## config.mk

```make
export PLATFORM = sky130hd
export DESIGN_NAME = riscv_dift_tag_policy_unit
export DESIGN_NICKNAME = d
export VERILOG_FILES = /design/src/rtl/riscv_dift_tag_policy_unit.sv
export SDC_FILE = /design/constraint.sdc
export NUM_CORES = 1
export LEC_CHECK = 0
export CORE_UTILIZATION = 55
export CTS_BUF_LIST = sky130_fd_sc_hd__clkbuf_4 sky130_fd_sc_hd__clkbuf_8
export DETAILED_ROUTE_END_ITERATION = 6
export HOLD_SLACK_MARGIN = 0.06
export PLACE_DENSITY_LB_ADDON = 0.15
export SLEW_MARGIN = 20
export SYNTH_ARGS = -nofsm -noshare
export SYNTH_HDL_FRONTEND = slang
export SYNTH_SLANG_ARGS = --single-unit
export TNS_END_PERCENT = 1
```

## constraint.sdc

```tcl
create_clock -name clk -period 4.4 [get_ports clk]
set_input_delay 0.88 -clock clk [delete_from_list [all_inputs] [get_ports clk]]
set_output_delay 0.88 -clock clk [all_outputs]
set_load 0.005 [all_outputs]
```

## src/rtl/riscv_dift_tag_policy_unit.sv

```systemverilog
// DIFT tag policy unit for the RI5CY EX stage.
// Holds per-class propagation modes and check enables, registers the
// propagated result tag one cycle after each EX op, raises a held trap
// request on a policy violation and counts violations.
// Optional feature: define DIFT_VIOLATION_LOG_EN to add a FIFO of violation
// PCs that software pops through config address 3.
module riscv_dift_tag_policy_unit #(
    parameter int TAG_W     = 1,
    parameter int N_CLASS   = 8,
    parameter int LOG_DEPTH = 4
) (
    input  logic                       clk,
    input  logic                       rst_n,
    input  logic                       cfg_we_i,
    input  logic                       cfg_re_i,
    input  logic [1:0]                 cfg_addr_i,
    input  logic [31:0]                cfg_wdata_i,
    output logic [31:0]                cfg_rdata_o,
    input  logic                       ex_valid_i,
    input  logic [$clog2(N_CLASS)-1:0] ex_class_i,
    input  logic [TAG_W-1:0]           tag_a_i,
    input  logic [TAG_W-1:0]           tag_b_i,
    input  logic [TAG_W-1:0]           tag_d_i,
    input  logic [31:0]                ex_pc_i,
    output logic [TAG_W-1:0]           tag_res_o,
    output logic                       tag_res_valid_o,
    output logic                       exc_req_o,
    output logic [31:0]                exc_pc_o,
    input  logic                       exc_ack_i
);

    localparam int CLS_W  = $clog2(N_CLASS);
    localparam int PROP_W = 2 * N_CLASS;
    localparam int CHK_W  = 3 * N_CLASS;

    typedef enum logic {
        TRAP_IDLE = 1'b0,
        TRAP_PEND = 1'b1
    } trap_state_e;

    logic [PROP_W-1:0] prop_q, prop_d;
    logic [CHK_W-1:0]  check_q, check_d;
    logic [1:0]        mode;
    logic [2:0]        chk;
    logic [TAG_W-1:0]  tag_calc;
    logic              violation;
    logic              clear_cnt;
    logic [TAG_W-1:0]  tag_res_q, tag_res_d;
    logic              tag_valid_q, tag_valid_d;
    trap_state_e       state_q, state_d;
    logic [31:0]       exc_pc_q, exc_pc_d;
    logic [31:0]       count_rd;
    logic [31:0]       log_head;
    logic              unused_wdata;

    // Wide write data only partly maps onto the policy registers.
    assign unused_wdata = ^cfg_wdata_i;
    assign clear_cnt    = cfg_we_i && (cfg_addr_i == 2'd2);

    // Policy register updates; bits above the implemented width are dropped.
    always_comb begin
        prop_d  = prop_q;
        check_d = check_q;
        if (cfg_we_i && (cfg_addr_i == 2'd0)) prop_d  = cfg_wdata_i[PROP_W-1:0];
        if (cfg_we_i && (cfg_addr_i == 2'd1)) check_d = cfg_wdata_i[CHK_W-1:0];
    end

    // Policy registers; every class starts in OR mode with checks off.
    always_ff @(posedge clk or negedge rst_n) begin
        if (!rst_n) begin
            prop_q  <= {N_CLASS{2'b10}};
            check_q <= '0;
        end else begin
            prop_q  <= prop_d;
            check_q <= check_d;
        end
    end

    // Pick the class fields; unknown class codes fall back to class 0.
    always_comb begin
        mode = prop_q[1:0];
        chk  = check_q[2:0];
        for (int c = 1; c < N_CLASS; c++) begin
            if (ex_class_i == CLS_W'(c)) begin
                mode = prop_q[2*c +: 2];
                chk  = check_q[3*c +: 3];
            end
        end
    end

    // Tag propagation and violation detection for the current op.
    always_comb begin
        unique case (mode)
            2'b00:   tag_calc = tag_d_i;
            2'b01:   tag_calc = tag_a_i & tag_b_i;
            2'b10:   tag_calc = tag_a_i | tag_b_i;
            default: tag_calc = '0;
        endcase
        violation = ex_valid_i & ((chk[0] & (|tag_a_i)) |
                                  (chk[1] & (|tag_b_i)) |
                                  (chk[2] & (|tag_d_i)));
    end

    // Result tag holds its last value; the valid flag tracks ex_valid_i.
    always_comb begin
        tag_res_d   = ex_valid_i ? tag_calc : tag_res_q;
        tag_valid_d = ex_valid_i;
    end

    // One-cycle result pipeline register.
    always_ff @(posedge clk or negedge rst_n) begin
        if (!rst_n) begin
            tag_res_q   <= '0;
            tag_valid_q <= 1'b0;
        end else begin
            tag_res_q   <= tag_res_d;
            tag_valid_q <= tag_valid_d;
        end
    end

    assign tag_res_o       = tag_res_q;
    assign tag_res_valid_o = tag_valid_q;

    // Trap state and captured PC registers.
    always_ff @(posedge clk or negedge rst_n) begin
        if (!rst_n) begin
            state_q  <= TRAP_IDLE;
            exc_pc_q <= '0;
        end else begin
            state_q  <= state_d;
            exc_pc_q <= exc_pc_d;
        end
    end

    // Trap next state: first violation wins unless the pending one is acked.
    always_comb begin
        state_d  = state_q;
        exc_pc_d = exc_pc_q;
        unique case (state_q)
            TRAP_IDLE: if (violation) state_d = TRAP_PEND;
            TRAP_PEND: if (exc_ack_i && !violation) state_d = TRAP_IDLE;
            default:   state_d = TRAP_IDLE;
        endcase
        if (violation && ((state_q == TRAP_IDLE) || exc_ack_i)) exc_pc_d = ex_pc_i;
    end

    // Trap outputs.
    always_comb begin
        exc_req_o = (state_q == TRAP_PEND);
        exc_pc_o  = exc_pc_q;
    end

`ifdef DIFT_VIOLATION_LOG_EN
    localparam int LOG_W = $clog2(LOG_DEPTH);

    logic [31:0]    log_mem_q [LOG_DEPTH];
    logic [LOG_W:0] rd_ptr_q, wr_ptr_q;
    logic           ovf_q;
    logic [30:0]    cnt_q;
    logic           log_empty, log_full, log_pop, log_push;

    assign log_empty = (rd_ptr_q == wr_ptr_q);
    assign log_full  = (rd_ptr_q[LOG_W] != wr_ptr_q[LOG_W]) &&
                       (rd_ptr_q[LOG_W-1:0] == wr_ptr_q[LOG_W-1:0]);
    assign log_pop   = cfg_re_i && (cfg_addr_i == 2'd3) && !log_empty;
    assign log_push  = violation && (!log_full || log_pop) && !clear_cnt;

    // Log pointers, overflow flag and 31-bit saturating count.
    always_ff @(posedge clk or negedge rst_n) begin
        if (!rst_n) begin
            rd_ptr_q <= '0;
            wr_ptr_q <= '0;
            ovf_q    <= 1'b0;
            cnt_q    <= '0;
        end else if (clear_cnt) begin
            rd_ptr_q <= '0;
            wr_ptr_q <= '0;
            ovf_q    <= 1'b0;
            cnt_q    <= '0;
        end else begin
            if (log_pop)  rd_ptr_q <= rd_ptr_q + 1'b1;
            if (log_push) wr_ptr_q <= wr_ptr_q + 1'b1;
            if (violation && log_full && !log_pop) ovf_q <= 1'b1;
            if (violation && (cnt_q != '1)) cnt_q <= cnt_q + 1'b1;
        end
    end

    // Log storage; contents only matter between the pointers.
    always_ff @(posedge clk) begin
        if (log_push) log_mem_q[wr_ptr_q[LOG_W-1:0]] <= ex_pc_i;
    end

    assign count_rd = {ovf_q, cnt_q};
    assign log_head = log_empty ? 32'h0 : log_mem_q[rd_ptr_q[LOG_W-1:0]];
`else
    logic [31:0] cnt_q;
    logic        unused_log;

    // Without the log, pops do nothing and the depth is irrelevant.
    assign unused_log = cfg_re_i & (LOG_DEPTH > 0);

    // 32-bit saturating violation count.
    always_ff @(posedge clk or negedge rst_n) begin
        if (!rst_n) begin
            cnt_q <= '0;
        end else if (clear_cnt) begin
            cnt_q <= '0;
        end else if (violation && (cnt_q != '1)) begin
            cnt_q <= cnt_q + 1'b1;
        end
    end

    assign count_rd = cnt_q;
    assign log_head = 32'h0;
`endif

    // Combinational config read mux.
    always_comb begin
        unique case (cfg_addr_i)
            2'd0:    cfg_rdata_o = 32'(prop_q);
            2'd1:    cfg_rdata_o = 32'(check_q);
            2'd2:    cfg_rdata_o = count_rd;
            default: cfg_rdata_o = log_head;
        endcase
    end

endmodule

```

==> results.md <==
### Floorplan
* 10630 um^2 — die outline area
* 0.5701 — starting density of the core
* 9864 um^2 — Core Region
* 145 — I/O pin count
* 103.1 um — height of the die
* 103.1 um — horizontal die dimension
* 36 — # rows

### Status
* finished clean — run status

### Route
* 0 — DRC violation count after routing
* 5 — detailed-routing iteration count for the pre-antenna-repair pass
* 18.20 um — average wire per cell in the routed design
* 0 — Routed Antenna Nets
* 272 — first-iteration detailed-routing DRC count
* 5.983 — via count normalized by instance count
* 13960 um — Final Routed Wirelength
* 4589 — via count of the routed design

### Power and ir drop
* 385.3 nW/um^2 — power density over cell area
* 0.3409 mV — worst vdd ir
* 2.991 nW — LEAKAGE

### Yosys
* sky130_fd_sc_hd__dfrtp_1, sky130_fd_sc_hd__mux2_2, sky130_fd_sc_hd__mux2_4, sky130_fd_sc_hd__mux2i_1, sky130_fd_sc_hd__o21ai_0 — top cells by area, synth
* sky130_fd_sc_hd__dfrtp_1 — primary flip-flop cell chosen by synthesis mapping
* 580 — post-synthesis net count
* 107 — Synth Register Bits
* 0.4405 — portion of synthesized cell area occupied by the leading cell type
* 11.23 um^2 — synthesized area per cell
* 5624 um^2 — Post-Synthesis Cell Area
* 0 — Post-synth EDFFs
* 0 — Syn. warnings
* 1.000 — async set or reset register ratio after synthesis
* 0.4779 — register area share after synthesis
* 49 — count of distinct cell types in the synthesized netlist
* sky130_fd_sc_hd__dfrtp_1 — Yosys top cell by area
* 501 — gate count of the mapped netlist

### Global routing
* 0.2734 — Tot GR Track Use
* 62 — largest net degree at the start of global routing
* 0 — total overflow reported by the global router
* 0 — antenna violations before repair
* 22140 um — wire length of the first global-routing pass
* 4411 — vias in the first global route

### Final layout
* 0 — number of antenna cells inserted
* 708 — Net count, final
* 0.2050 — ratio of cells with drive above 1 in the final layout
* 7281 um^2 — finished layout cell area
* 29.45% — Layout Area Growth over Synthesis

### STA
* 0 — final-report hold violation count
* 1008 ps — Tightest Pin Transition
* 3788 ps — final worst path period need
* 0 ps — setup tns final
* 264.0 MHz — FMAX
* 20.65 ps — final clock skew
* 0.8609 — ratio of final minimum period to clock period
* 0 — endpoints failing setup
* 0 — final-report max-slew violation count
* 0.3259 — tightest slew margin relative to the limit
* no — setup repair after global routing missed its margin

### Placement
* 9831 um — post-detailed-placement half-perimeter wirelength
* 0.8755 — last weighted congestion value of the routability-driven placer
* 135 — IO Port Bufs
* 7098 um^2 — standard cell area after detailed placement

### Setup path
* 3520 ps — Req. time, crit path
* clkdlybuf4s50_1, nor2b_1, buf_4, nand2_1, o21ai_0, clkdlybuf4s50_1 — CP cell instances
* 680 ps — max incr delay on CP
* sky130_fd_sc_hd__clkdlybuf4s50_1 — critical path's most frequent cell
* 25 — highest fanout seen on the critical path
* sky130_fd_sc_hd__clkdlybuf4s50_1 — master of the slowest instance on the critical path
* output pin — crit end category
* 2910 ps — arrival time of the worst setup path
* input port — kind of start point of the critical path
* in -> out — class of the most critical setup path

### Clock network
* 107 — number of clock sinks seen by CTS
* 0 — buffers inserted by post-CTS timing repair
* 9 — number of buffers created by CTS
* 3 — depth of the CTS H-tree
* yes — CTS tree
* sky130_fd_sc_hd__clkbuf_8 — root buffer cell
* 0 — hold_buf cts
* 100 ps — clock-pin slew on the worst setup and hold paths
* 370 ps — latest clock arrival within the worst-skew pair
* 2 — maximum count of clock buffers along a single path
* 0 — Gates resized, CTS repair

### Job
* 0 — number of maximum-capacitance constraint violations

### Worst hold path
* in -> async — class of the worst hold path

[cell families after synthesis]
kind of cell / synth area share
AND/OR/NAND/NOR: 0.1446
multiplexers: 0.2229
AO/OA/AOI/OAI: 0.1172
flip-flops: 0.4779
buffers and inverters: 0.03515
adder cells (fa/ha/maj): 0.002224
[worst max-delay path, delay by kind of cell]
kind	cells	cell delay (ps)
compound gates	1	130
buf+inv	3	1560
simple gates	2	320
[registers in the layout (all words and copies together), names as in the netlist]
signal           cells
tag_res_o            1
check_q             24
exc_req_o            1
cnt_q               32
exc_pc_o            32
tag_res_valid_o      1
prop_q              16
[final timing paths]
kind / startpoint / endpoint / slack, ps / cells after the start
worst min-delay path: rst_n / check_q[14] / 400 / 1
max in group asynchronous: rst_n / cnt_q[2] / 3130 / 2
worst max register to register: cnt_q[1] / cnt_q[10] / 1230 / 7
worst min register to register: exc_pc_o[0] / exc_pc_o[0] / 520 / 1
min in group clk: exc_pc_o[0] / exc_pc_o[0] / 520 / 1
worst max-delay path: cfg_addr_i[1] / cfg_rdata_o[15] / 610 / 6
[synthesized netlist by cell type (3+ instances only)]
cell type,instances
sky130_fd_sc_hd__buf_2,5
sky130_fd_sc_hd__a21oi_1,32
sky130_fd_sc_hd__o211ai_1,5
sky130_fd_sc_hd__nor3b_1,4
sky130_fd_sc_hd__dfstp_2,8
sky130_fd_sc_hd__nand3_1,14
sky130_fd_sc_hd__buf_1,3
sky130_fd_sc_hd__o21ai_0,43
sky130_fd_sc_hd__nor2_1,11
sky130_fd_sc_hd__mux2_2,46
sky130_fd_sc_hd__nand2_1,31
sky130_fd_sc_hd__nor3_1,4
sky130_fd_sc_hd__nand4_1,16
sky130_fd_sc_hd__o221ai_1,5
sky130_fd_sc_hd__nor2b_1,3
sky130_fd_sc_hd__and2_1,11
sky130_fd_sc_hd__or2_2,3
sky130_fd_sc_hd__nand2b_1,3
sky130_fd_sc_hd__inv_1,4
sky130_fd_sc_hd__clkbuf_1,17
sky130_fd_sc_hd__or3_1,26
sky130_fd_sc_hd__a22o_1,8
sky130_fd_sc_hd__mux2_4,30
sky130_fd_sc_hd__mux2i_1,24
sky130_fd_sc_hd__and3_1,9
sky130_fd_sc_hd__buf_6,5
sky130_fd_sc_hd__buf_4,3
sky130_fd_sc_hd__dfrtp_1,99
sky130_fd_sc_hd__or4_1,3
[report_power, final]
part	switching [mW]	internal [mW]
clock network	0.344	0.232
registers	0.158	1.19
logic	0.300	0.581
[cells in the final DEF, fill, tap and decap left out, types with 14 or more instances in the layout]
cell type,count
sky130_fd_sc_hd__or3_1,26
sky130_fd_sc_hd__dfrtp_1,99
sky130_fd_sc_hd__buf_4,15
sky130_fd_sc_hd__nand4_1,16
sky130_fd_sc_hd__mux2_4,30
sky130_fd_sc_hd__mux2_2,46
sky130_fd_sc_hd__clkdlybuf4s50_1,134
sky130_fd_sc_hd__nand2_1,31
sky130_fd_sc_hd__a21oi_1,32
sky130_fd_sc_hd__mux2i_1,24
sky130_fd_sc_hd__nand3_1,14
sky130_fd_sc_hd__o21ai_0,43
[final cells by class]
cell class / count / area [um^2]
Clock buffer: 11 / 145.1
Multi-Input combinational cell: 356 / 2751
Timing Repair Buffer: 150 / 1474
Tap cell: 133 / 166.4
Sequential cell: 107 / 2688
Inverter: 5 / 18.77
Clock inverter: 5 / 37.54
Fill cell: 683 / 2584
[routing by layer]
metal	wire (um)	track usage	vias to the layer above
met5	0	0	-
met4	219	0.07042	0
li1	-	-	2104
met1	6096	0.3750	2260
met3	954	0.05763	23
met2	6685	0.4446	202
[per-stage QoR]
stage / utilization / setup WS (ps) / hold WS, ps / power, mW / instances
floorplan: - / 1591 / 494.2 / 1.764 / 501
global placement: 0.7196 / 703.7 / 494.0 / 2.211 / 751
detailed placement: 0.7196 / 610.7 / 492.8 / 2.245 / 751
CTS: 0.7381 / 660.3 / 401.3 / 2.819 / 767
global route: 0.7381 / 531.7 / 401.7 / 2.951 / 767
finish: 0.7381 / 612.1 / 397.4 / 2.805 / 767
(Power assumes the default switching activity.)
